===== src/rtl/tdm_demux.sv =====
// Serial-to-parallel TDM demultiplexer: assembles CHANNELS words per frame,
// aligned on in_sof, into a one-deep output register with valid/ready handshakes.
module tdm_demux #(
   parameter int CHANNELS = 4,
   parameter int WIDTH    = 8
) (
   input  logic                      clk,
   input  logic                      rst,
   input  logic                      in_valid,
   input  logic                      in_sof,
   input  logic [WIDTH-1:0]          in_data,
   output logic                      in_ready,
   output logic                      out_valid,
   input  logic                      out_ready,
   output logic [CHANNELS*WIDTH-1:0] out_data,
   output logic                      err_sof,
   output logic                      drop
);
   localparam int CW = $clog2(CHANNELS);
   localparam logic [CW-1:0] LAST = CW'(CHANNELS - 1);

   typedef enum logic {IDLE, COLLECT} state_t;
   typedef logic [CHANNELS-1:0][WIDTH-1:0] frame_t;

   state_t          state_q, state_d;
   logic [CW-1:0]   cnt_q, cnt_d;
   frame_t          frame_q, frame_d;
   frame_t          out_data_q, out_data_d;
   logic            out_valid_q, out_valid_d;
   logic            err_sof_q, err_sof_d;
   logic            drop_q, drop_d;
   logic            accept;

   // Stall only when the last slot would need the output register and it is still occupied.
   assign in_ready  = !(state_q == COLLECT && cnt_q == LAST && out_valid_q && !out_ready);
   assign accept    = in_valid && in_ready;
   assign out_valid = out_valid_q;
   assign out_data  = out_data_q;
   assign err_sof   = err_sof_q;
   assign drop      = drop_q;

   always_comb begin
      state_d     = state_q;
      cnt_d       = cnt_q;
      frame_d     = frame_q;
      out_data_d  = out_data_q;
      out_valid_d = out_valid_q && !out_ready;
      err_sof_d   = 1'b0;
      drop_d      = 1'b0;
      if (accept) begin
         if (in_sof) begin
            // A start-of-frame always restarts assembly, even over a would-be last slot.
            frame_d[0] = in_data;
            cnt_d      = CW'(1);
            state_d    = COLLECT;
            err_sof_d  = (state_q == COLLECT);
         end else if (state_q == IDLE) begin
            drop_d = 1'b1;
         end else begin
            frame_d[cnt_q] = in_data;
            if (cnt_q == LAST) begin
               out_data_d  = frame_d;
               out_valid_d = 1'b1;
               state_d     = IDLE;
               cnt_d       = '0;
            end else begin
               cnt_d = cnt_q + CW'(1);
            end
         end
      end
   end

   always_ff @(posedge clk) begin
      if (rst) begin
         state_q     <= IDLE;
         cnt_q       <= '0;
         frame_q     <= '0;
         out_data_q  <= '0;
         out_valid_q <= 1'b0;
         err_sof_q   <= 1'b0;
         drop_q      <= 1'b0;
      end else begin
         state_q     <= state_d;
         cnt_q       <= cnt_d;
         frame_q     <= frame_d;
         out_data_q  <= out_data_d;
         out_valid_q <= out_valid_d;
         err_sof_q   <= err_sof_d;
         drop_q      <= drop_d;
      end
   end
endmodule


===== config.mk =====
export PLATFORM = sky130hd
export DESIGN_NAME = tdm_demux
export DESIGN_NICKNAME = d
export VERILOG_FILES = /design/src/rtl/tdm_demux.sv
export SDC_FILE = /design/constraint.sdc
export NUM_CORES = 1
export LEC_CHECK = 0
export CAP_MARGIN = 20
export CORE_AREA = 10 10 117 119
export CTS_CLUSTER_DIAMETER = 50
export DETAILED_ROUTE_END_ITERATION = 8
export DIE_AREA = 0 0 127 129
export GPL_TIMING_DRIVEN = 0
export SLEW_MARGIN = 25
export SYNTH_ARGS = -nofsm -noshare
export SYNTH_HDL_FRONTEND = slang
export SYNTH_SLANG_ARGS = --single-unit

===== constraint.sdc =====
create_clock -name clk -period 3 [get_ports clk]
set_input_delay 0.6 -clock clk [delete_from_list [all_inputs] [get_ports clk]]
set_output_delay 0.6 -clock clk [all_outputs]
set_load 0.03 [all_outputs]

== After elaboration in Yosys (flattened, before gate mapping) ==
Index checks and enable logic that the tools add are counted.
Storage, ports and cells
  flip-flop bits (word level): 70
  bits of input ports: 13
  word-level logic and storage cells: 49
Cells by class
  $add $sub $neg: 1
  magnitude comparators: 2
  eq/ne operators: 1
  multiplexer cells: 16
  bitwise operators: 2
  reduce and logical (&&, ||, !) cells: 14
Operators by type and width (number)
  bitwise mux 32 bit: 1
  2-to-1 mux 8 bit: 3
  demux 8 bit (select 2 bit): 1
  2-to-1 mux 1 bit: 8
  logical AND 1 bit: 6
  2-to-1 mux 2 bit: 3
  OR reduction 3 bit: 2
  AND reduction 4 bit: 1
  < comparator 2 x 3 -> 1 bit (second input constant): 1
  AND reduction 3 bit: 1
  adder 2 x 1 -> 2 bit (second input constant): 1
  equality test 2 bit (second input constant): 1
  greater-or-equal comparator 2 x 1 -> 1 bit (second input constant): 1
  zero test 1 bit: 2
  NOT 1 bit: 2
  AND reduction 2 bit: 1
  nonzero test 2 bit: 1

== Depth between registers and ports, before layout ==
Gate-level depths: netlist (run 1).
  depth after elaboration: 8
  mapped depth: 6
  depth with buffers taken out: 5

== Worst setup path before layout (run 1) ==
Ideal clock, no wire load.
  path type: in2out
  from: input port out_ready
  to: output port in_ready
  data arrival time: 1095 ps
  data required time: 2400 ps
  setup slack: 1305 ps
  stages: 2
  cells stage by stage: and4b_4 -> inv_1
Between the ends
  longest elaborated chain between the ends: 3
RTL lines
  start: declaration: RTL line 14  | input logic out_ready,
  zero test 1 bit: RTL line 35  | assign in_ready = !(state_q == COLLECT && cnt_q == LAST && out_valid_q && !out_ready);
  logical AND 1 bit: RTL line 35
  zero test 1 bit: RTL line 35
  end: declaration: RTL line 12  | output logic in_ready,
Every way passes these cells.

== Final worst setup path (run 1) ==
Ends and elaborated chain as after synthesis.

==> metrics.md, run 1 <==
| Metric | Value |
|---|---|
| Status | finished clean |
| Die X | 127 um |
| DRC | 0 |
| Via Count | 2220 |
| Total GRT Usage | 9.77% |
| Period Utilization, post-route | 91.0% |
| Worst EP required | 2.40 ns |
| Starting density of the core | 24.6% |
| WL final | 7990 um |
| IO Pins | 49 |
| Critical Path End Type | primary output |
| Critical path peak fanout | 5 |
| Synth unique cells | 32 |
| Post-CTS Hold Buffers | 0 |
| Number of global-route vias before repair | 2312 |
| H-tree depth | 3 |
| R2R cell count | 6 |
| FF-to-FF setup slack | 1.19 ns |
| Core footprint | 11300 um2 |
| Pwr dens | 524 nW/um2 |
| First-pass GRT wire length | 12600 um |
| Num Clock Sinks | 62 |
| Largest net degree at the start of global routing | 11 |
| Flops & latches, synth | 62 |
| VDD IR max | 0.215 mV |
| Sequential share of the synthesized area | 44.6% |
| Mapped Cells | 275 |
| Max Slew Vio Count | 0 |
| Setup CP Type | input port to primary output |
| Worst Skew | 0.00337 ns |
| Post-CTS Resized | 0 |
| Overflow after GRT | 0 |
| Fin crit period | 2.73 ns |
| Via/cell ratio | 4.61 |
| # diodes | 0 |
| Final-stage net count | 351 |
| PortBufs | 48 |
| R2R Path Start | cnt_q[0] |
| Layout area overhead | 34.0% |
| Max-cap viol count | 0 |
| Setup bufs post-CTS | 0 |
| Filler cell count | 1172 |
| GRT met1 Usage | 11.0% |
| Clk slew on worst S/H paths | 0.05 ns |
| CTS tree | built |
| Worst setup path startpoint | out_ready |
| Met2 Usage GRT | 16.5% |
| Clk buf depth | 2 |
| RSZ-0062 raised after global routing | no |
| Leak Pwr | 1.36 nW |
| DR iter-0 viols | 95 |
| Synth warnings | 0 |
| Syn nets | 292 |
| Crit path to | in_ready |
| Clock latency on the worst-skew pair | 0.32 ns |
| Drt pass-1 iters | 4 |
| Syn avg cell area | 10.1 um2 |
| Worst-Margin Slew | 0.744 ns |
| Critical path startpoint category | input port |
| # setup viols final | 0 |
| Pre-CTS setup slack | 0.280 ns |
| Initial antenna violation count | 0 |
| Row cnt | 39 |
| TritonCTS buffer count | 9 |
| Layout cells sized above 1 | 11.2% |
| Die Height | 129 um |
| Met3 GRT Util | 3.41% |
| Gpl congestion | 0.778 |
| Worst Setup Slack, final | 0.269 ns |
| FMAX | 366 MHz |
| Dpl hpwl | 5970 um |
| Syn Std Cell Area | 2790 um2 |
| DR WL/cell | 16.6 um |
| Remaining antenna violation count | 0 |
| RR Endpoint | frame_q[2] |
| Root Driver | clkbuf_16 |
| DIE AREA | 16400 um2 |
| Final setup TNS | 0 ns |
| HP Class | flip-flop to flip-flop |
| Most crowded layer after global routing | met2 |
| Slew HR | 50.4% |
| Arr. time, crit path | 2.13 ns |
| Endpoints failing hold | 0 |
worst min path at each step:
stage                 startpoint           end  slack, ns  cells after the start
CTS                   frame_q[8]    frame_q[8]       0.48                      2
global placement      frame_q[2]    frame_q[2]       0.46                      2
finish               frame_q[13]   frame_q[13]       0.47                      2
detailed placement    frame_q[8]    frame_q[8]       0.47                      2
global route        out_data[28]  out_data[28]       0.49                      2
floorplan             frame_q[0]    frame_q[0]       0.45                      2
synthesized netlist by cell type:
cell | count | area [um2]
and3b_1 | 1 | 8.76
o21ai_1 | 2 | 10.0
nor2_4 | 1 | 11.3
a21oi_1 | 35 | 175
buf_6 | 5 | 56.3
and3_1 | 1 | 6.26
nand2_1 | 3 | 11.3
dfxtp_1 | 62 | 1240
nor2b_1 | 1 | 6.26
o21ai_0 | 9 | 45.0
and4b_4 | 1 | 13.8
clkbuf_1 | 11 | 41.3
nor3_4 | 1 | 16.3
a211oi_2 | 4 | 50.1
inv_1 | 3 | 11.3
nor4_1 | 1 | 6.26
nand2b_1 | 34 | 213
ha_1 | 4 | 50.1
a211oi_1 | 21 | 158
nand3_1 | 9 | 45.0
clkbuf_2 | 3 | 15.0
buf_4 | 2 | 15.0
nor2_1 | 2 | 7.51
mux2i_1 | 48 | 480
buf_2 | 3 | 15.0
nor4bb_1 | 1 | 10.0
and4b_1 | 1 | 10.0
nor4b_1 | 1 | 8.76
nand4b_1 | 1 | 8.76
or3_4 | 1 | 11.3
nand3b_1 | 1 | 7.51
nand3_2 | 2 | 20.0
layout by cell type (no fill, tap or decap), types with 2 or more instances in the layout:
cell | synthesis | routed
a211oi_1 | 21 | 21
a211oi_2 | 4 | 4
a21oi_1 | 35 | 35
buf_2 | 3 | 3
buf_4 | 2 | 2
buf_6 | 5 | 5
clkbuf_1 | 11 | 12
clkbuf_16 | 0 | 9
clkbuf_2 | 3 | 3
clkbuf_8 | 0 | 3
clkdlybuf4s50_1 | 0 | 48
clkinv_2 | 0 | 2
dfxtp_1 | 62 | 62
ha_1 | 4 | 4
inv_1 | 3 | 3
mux2i_1 | 48 | 48
nand2_1 | 3 | 3
nand2b_1 | 34 | 34
nand3_1 | 9 | 9
nand3_2 | 2 | 2
nor2_1 | 2 | 2
o21ai_0 | 9 | 9
o21ai_1 | 2 | 2
per-layer routing:
layer	vias up	wire length (um)
li1	1112	-
met5	-	0
met2	40	3940
met1	1056	3480
met3	12	453
met4	0	119
through the flow:
step / total power (W) / hold WS [ns] / cell area [um2] / utilization [%] / instances
after CTS: 0.00197 / 0.476 / 3730 / 33.0 / 482
after global placement: 0.000986 / 0.458 / 3440 / 30.4 / 466
final: 0.00196 / 0.474 / 3730 / 33.0 / 482
after floorplan: 0.000933 / 0.448 / 2790 / - / 275
after global routing: 0.00202 / 0.494 / 3730 / 33.0 / 482
after detailed placement: 0.000988 / 0.467 / 3440 / 30.4 / 466
power breakdown:
group	total, W	switching (W)	internal [W]
registers	0.000842	0.00000720	0.000835
logic	0.000128	0.0000727	0.0000553
clock network	0.000985	0.000362	0.000624
kinds of logic (layout without fill, tap and decap cells):
logic type                 count (synthesis)  count (layout)  synth area share (%)
AOI/OAI and AO/OA                         71              71                  15.7
buffers and inverters                     27              91                  5.52
and+or+nand+nor                           63              63                  15.1
muxes                                     48              48                  17.3
adders and majority gates                  4               4                  1.80
DFF                                       62              62                  44.6
cell type report:
type                            instances  area (um2)  area share, %
Inverter                                3        11.3          0.302
Buffer                                 24         143           3.82
Sequential cell                        62        1240           33.3
Clock inverter                          3        17.5          0.469
Clock buffer                           13         270           7.24
Tap cell                              143         179           4.79
Timing Repair Buffer                   48         480           12.9
Multi-Input combinational cell        186        1390           37.2
state kept, by name, summed over array words and instances (netlist names):
register   cells
state_q        1
cnt_q          2
out_data      32
out_valid      1
err_sof        1
frame_q       24
drop           1
critical path: stages:
cell	delay, ns
clkdlybuf4s50_1	0.45
and4b_4	0.40
inv_1	0.08
clkdlybuf4s50_1	0.60
Power figures use the tool's default switching activity.
==> inputs of run 2 (changes only) <==
Settings changed: GPL_TIMING_DRIVEN 0 to unset, PLACE_DENSITY set to 0.47.
Clock period 3 ns to 2.3 ns, I/O delays scaled along.
==> run 2 against run 1 <==
Sequential power is 31% higher. Worst setup slack better by 0.014 ns. Highest routed layer unchanged. Clock power is 46% higher. Critical path type is now flip-flop to primary output. Register-to-register slack worse by 0.51 ns. Wire length is 2.0% lower. Final cell count is 2.5% lower. Largest cell class unchanged.
==> metrics.md, run 2 (synthesis results as in run 1) <==
| Metric | Value |
|---|---|
| Status | finished clean (unchanged) |
| DR iter-0 viols | 157 (was 95) |
| Setup bufs post-CTS | 0 (unchanged) |
| Arr. time, crit path | 1.56 ns (was 2.13 ns) |
| Row cnt | 39 (unchanged) |
| Clk slew on worst S/H paths | 0.06 ns (was 0.05 ns) |
| IO Pins | 49 (unchanged) |
| R2R cell count | 5 (was 6) |
| Hold Startpoint | frame_q[20] (was frame_q[13]) |
| Post-CTS Resized | 0 (unchanged) |
| Period Utilization, post-route | 87.7% |
| Overflow after GRT | 0 (unchanged) |
| PortBufs | 48 (unchanged) |
| Final setup TNS | 0 ns (unchanged) |
| Root Driver | clkbuf_16 (unchanged) |
| RR Endpoint | out_data[10] (was frame_q[2]) |
| DIE AREA | 16400 um2 (unchanged) |
| Worst EP required | 1.84 ns (was 2.40 ns) |
| TritonCTS buffer count | 9 (unchanged) |
| CTS tree | built (unchanged) |
| Remaining antenna violation count | 0 (unchanged) |
| Die Height | 129 um (unchanged) |
| DR WL/cell | 16.7 um (was 16.6 um) |
| Drt pass-1 iters | 4 (unchanged) |
| VDD IR max | 0.339 mV (was 0.215 mV) |
| Worst-Margin Slew | 0.438 ns (was 0.744 ns) |
| Via/cell ratio | 4.58 (was 4.61) |
| Core footprint | 11300 um2 (unchanged) |
| Max Slew Vio Count | 0 (unchanged) |
| Total GRT Usage | 9.64% (was 9.77%) |
| Layout cells sized above 1 | 11.9% (was 11.2%) |
| R2R Path Start | cnt_q[1] (was cnt_q[0]) |
| DRC | 0 (unchanged) |
| WHS Endpoint | frame_q[20] (was frame_q[13]) |
| Clk buf depth | 2 (unchanged) |
| Setup CP Type | flip-flop to primary output (was input port to primary output) |
| Critical path startpoint category | flip-flop (was input port) |
| WL final | 7830 um (was 7990 um) |
| Via Count | 2153 (was 2220) |
| Most common cell after layout, fill and taps aside | dfxtp_1 (unchanged) |
| Cell area after layout | 3740 um2 (was 3730 um2) |
| HP Class | flip-flop to flip-flop (unchanged) |
| Leak Pwr | 1.36 nW (about the same) |
| Highest-count cells in the layout ignoring fill and taps | dfxtp_1, mux2i_1, clkdlybuf4s50_1 (unchanged) |
| Post-CTS Hold Buffers | 0 (unchanged) |
| Worst Skew | 0.00500 ns (was 0.00337 ns) |
| Endpoints failing hold | 0 (unchanged) |
| Starting density of the core | 24.6% (unchanged) |
| Max-cap viol count | 0 (unchanged) |
| # setup viols final | 0 (unchanged) |
| RSZ-0062 raised after global routing | no (unchanged) |
| Slew HR | 70.6% (was 50.4%) |
| Critical path peak fanout | 6 (was 5) |
| Dpl hpwl | 5630 um (was 5970 um) |
| DP Area | 3420 um2 (was 3440 um2) |
| Die X | 127 um (unchanged) |
| Layout area overhead | 34.2% (was 34.0%) |
| Critical Path End Type | primary output (unchanged) |
| Largest net degree at the start of global routing | 37 (was 11) |
| Pwr dens | 725 nW/um2 (was 524 nW/um2) |
| First-pass GRT wire length | 12600 um (about the same) |
| FF-to-FF setup slack | 0.68 ns (was 1.19 ns) |
| Num Clock Sinks | 62 (unchanged) |
| Hold Path Depth | 2 (unchanged) |
| FMAX | 496 MHz |
| Number of global-route vias before repair | 2265 (was 2312) |
| H-tree depth | 3 (unchanged) |
| Gpl congestion | 0.771 (was 0.778) |
| Largest register FFs | 32 (unchanged) |
| Fin crit period | 2.02 ns |
| # diodes | 0 (unchanged) |
| Clock latency on the worst-skew pair | 0.33 ns (was 0.32 ns) |
| Initial antenna violation count | 0 (unchanged) |
| Final-stage net count | 339 (was 351) |
## run 2: changes by cell type in the layout (fill, tap and decap cells not counted), sizes merged
cell | previous run | this run
clkbuf | 27 | 10
buf | 10 | 14
bufinv | 0 | 2
clkdlybuf4s50 | 48 | 46
clkinv | 2 | 3
## run 2: worst max-delay path by stage
stage                     startpoint           end  cells past startpoint
after detailed placement   out_ready      in_ready                      4
final                       cnt_q[0]      in_ready                      4
after global placement        in_sof  out_data[17]                      5
after global routing        cnt_q[0]      in_ready                      4
after floorplan             cnt_q[0]      in_ready                      3
after CTS                   cnt_q[0]      in_ready                      4
## run 2: worst max-delay path, cell delays in order, from the launching register on
cell and delay [ns]:
dfxtp_1 0.38, ha_1 0.27, and4b_4 0.32, inv_1 0.08, buf_4 0.17
## run 2: power breakdown
| group | switching, W | internal, W | total (W) |
|---|---|---|---|
| Sequential | 0.00000934 | 0.00109 | 0.00110 |
| Clock | 0.000494 | 0.000946 | 0.00144 |
| Combinational | 0.0000947 | 0.0000773 | 0.000172 |
## run 2: area by class of cell
cell class | instances | area, um2
clock buffers | 10 | 229
clock inverters | 6 | 86.3
fillers | 1188 | 7580
inverters | 3 | 11.3
multi-input cells | 186 | 1390
flip-flops and latches | 62 | 1240
well taps | 143 | 179
repair buffers | 60 | 601
## run 2: per-stage QoR
stage / power (W) / hold WS [ns] / instances / util (%) / setup slack, ns
6_report: 0.00271 / 0.472 / 470 / 33.0 / 0.283
5_1_grt: 0.00281 / 0.494 / 470 / 33.0 / 0.192
4_1_cts: 0.00274 / 0.473 / 470 / 33.0 / 0.275
3_5_place_dp: 0.00129 / 0.462 / 454 / 30.2 / 0.290
3_3_place_gp: 0.00129 / 0.461 / 454 / 30.2 / 0.305
2_1_floorplan: 0.00122 / 0.448 / 275 / - / 0.823
## run 2: per-layer routing
| layer | global-route usage [%] | wire length, um | vias up |
|---|---|---|---|
| li1 | - | - | 1089 |
| met1 | 12.4 | 3810 | 1017 |
| met2 | 14.9 | 3550 | 38 |
| met3 | 2.34 | 351 | 9 |
| met4 | 4.42 | 115 | 0 |
| met5 | 0 | 0 | - |
==> inputs of run 3 (changes only) <==
Settings changed: SKIP_CTS_REPAIR_TIMING set to 1, TNS_END_PERCENT set to 50.
Clock period 2.3 ns to 1.85 ns, I/O delays scaled along.
==> run 3 against run 2 <==
Design area grew 3.3%. Worst hold slack lost 0.072 ns. Via count grew 2.0%. Count of clock-buffer cells in the layout grew 3. Die area is the same. Register-to-register slack lost 0.37 ns. Worst setup slack lost 0.22 ns. Wire length grew 2.2%. Sequential cell count is the same. Final cell count grew 1.5%. Largest cell class unchanged. Highest routed layer unchanged.
==> metrics.md, run 3 (synthesis results as in run 1) <==
| Metric | Value |
|---|---|
| FMAX | 559 MHz |
| Worst Skew | 0.00654 ns (was 0.00500 ns) |
| Placed cells | 459 (was 454) |
| Dpl hpwl | 5600 um (was 5630 um) |
| Gpl congestion | 0.769 (was 0.771) |
| Clk slew on worst S/H paths | 0.05 ns (was 0.06 ns) |
| Worst Setup Slack, final | 0.0610 ns (was 0.283 ns) |
| TritonCTS buffer count | 9 (unchanged) |
| Endpoints failing hold | 0 (unchanged) |
| Row cnt | 39 (unchanged) |
| CTS tree | built (unchanged) |
| RR Endpoint | out_data[20] (was out_data[10]) |
| FF-to-FF setup slack | 0.31 ns (was 0.68 ns) |
| Overflow after GRT | 0 (unchanged) |
| Critical Path End Type | primary output (unchanged) |
| Initial antenna violation count | 0 (unchanged) |
| Fin util | 34.1% (was 33.0%) |
| Status | finished clean (unchanged) |
| DIE AREA | 16400 um2 (unchanged) |
| Layout area overhead | 38.7% (was 34.2%) |
| Arr. time, crit path | 1.42 ns (was 1.56 ns) |
| Core footprint | 11300 um2 (unchanged) |
| Clk buf depth | 2 (unchanged) |
| R2R Path Start | cnt_q[0] (was cnt_q[1]) |
| Num Clock Sinks | 62 (unchanged) |
| Final-stage net count | 346 (was 339) |
| IO Pins | 49 (unchanged) |
| DP Area | 3500 um2 (was 3420 um2) |
| DRC | 0 (unchanged) |
| Fin crit period | 1.79 ns |
| Clock latency on the worst-skew pair | 0.33 ns (about the same) |
| Critical path peak fanout | 5 (was 6) |
| VDD IR max | 0.507 mV (was 0.339 mV) |
| Largest register FFs | 32 (unchanged) |
| H-tree depth | 3 (unchanged) |
| Worst hold slack | 0.400 ns (was 0.472 ns) |
| Max incr delay on CP | 0.70 ns (was 0.38 ns) |
| Largest net degree at the start of global routing | 34 (was 37) |
| Highest-count cells in the layout ignoring fill and taps | dfxtp_1, mux2i_1, clkdlybuf4s50_1 (unchanged) |
| HP Class | input port to flip-flop (was flip-flop to flip-flop) |
| Worst setup path startpoint | out_valid (was cnt_q[0]) |
| R2R cell count | 5 (unchanged) |
| WP depth | 1 (was 4) |
| Max-cap viol count | 0 (unchanged) |
| Worst EP required | 1.48 ns (was 1.84 ns) |
| Die Height | 129 um (unchanged) |
| Root Driver | clkbuf_16 (unchanged) |
| DR WL/cell | 16.8 um (was 16.7 um) |
| Die X | 127 um (unchanged) |
| Worst path cell trace | clkdlybuf4s50_1 (was ha_1 -> and4b_4 -> inv_1 -> buf_4) |
| Setup CP Type | flip-flop to primary output (unchanged) |
| Buffers and inverters on the worst path | 1 (was 2) |
| CP top delay family | buffers and inverters (was flip-flops) |
| Most common cell after layout, fill and taps aside | dfxtp_1 (unchanged) |
| WL final | 8000 um (was 7830 um) |
| Total GRT Usage | 9.87% (was 9.64%) |
| First-pass GRT wire length | 12900 um (was 12600 um) |
| Remaining antenna violation count | 0 (unchanged) |
| Number of global-route vias before repair | 2269 (was 2265) |
| Via/cell ratio | 4.60 (was 4.58) |
| Leak Pwr | 1.42 nW (was 1.36 nW) |
| Worst-Margin Slew | 0.442 ns (was 0.438 ns) |
| Critical path startpoint category | flip-flop (unchanged) |
| # setup viols final | 0 (unchanged) |
| Starting density of the core | 24.6% (unchanged) |
| Layout cells sized above 1 | 14.7% (was 11.9%) |
| Slew HR | 70.3% (was 70.6%) |
| Non-filler cells, final | 477 (was 470) |
| Max Slew Vio Count | 0 (unchanged) |
| Cell area after layout | 3860 um2 (was 3740 um2) |
| Pre-CTS setup slack | 0.0244 ns (was 0.290 ns) |
| CP max stage cell | clkdlybuf4s50_1 (was dfxtp_1) |
| DR iter-0 viols | 181 (was 157) |
| PortBufs | 48 (unchanged) |
| Via Count | 2196 (was 2153) |
| Period Utilization, post-route | 96.7% |
| Drt pass-1 iters | 4 (unchanged) |
| Crit path to | out_valid (was in_ready) |
| Pwr dens | 900 nW/um2 (was 725 nW/um2) |
| # diodes | 0 (unchanged) |
==> run 3: cell types whose count changed in the layout (fill, tap and decap cells not counted), sizes merged <==
cell	delta
clkinvlp	-1
clkinv	-2
buf	+7
clkbuf	+3
==> run 3: stage by stage <==
step	TNS, ns	total power, W
floorplan	0	0.00151
global placement	0	0.00162
detailed placement	0	0.00162
CTS	-0.0804	0.00351
global route	-0.00361	0.00359
finish	0	0.00348
==> run 3: cell type report <==
class	instances	area [um2]
inverters	3	11.3
repair buffers	67	691
well taps	143	179
flip-flops and latches	62	1240
clock buffers	13	270
clock inverters	3	65.1
fillers	1150	7460
multi-input cells	186	1400
==> run 3: worst min path at each step <==
stage               startpoint           end  slack, ns  cells past startpoint
finish                     rst   out_data[2]       0.40                      2
global route               rst  out_data[17]       0.41                      2
detailed placement  frame_q[2]    frame_q[2]       0.46                      2
floorplan           frame_q[0]    frame_q[0]       0.45                      2
CTS                        rst  out_data[17]       0.40                      2
global placement    frame_q[0]    frame_q[0]       0.46                      2
==> run 3: where the power goes <==
group	internal (W)	switching, W
registers	0.00135	0.0000128
logic	0.000104	0.000119
clock network	0.00129	0.000600
total	0.00275	0.000731
==> run 3: metal layers <==
| metal | GRT usage, % | routed length, um |
|---|---|---|
| met5 | 0 | 0 |
| met4 | 3.82 | 114 |
| met3 | 3.08 | 496 |
| met2 | 15.1 | 3640 |
| met1 | 12.7 | 3750 |
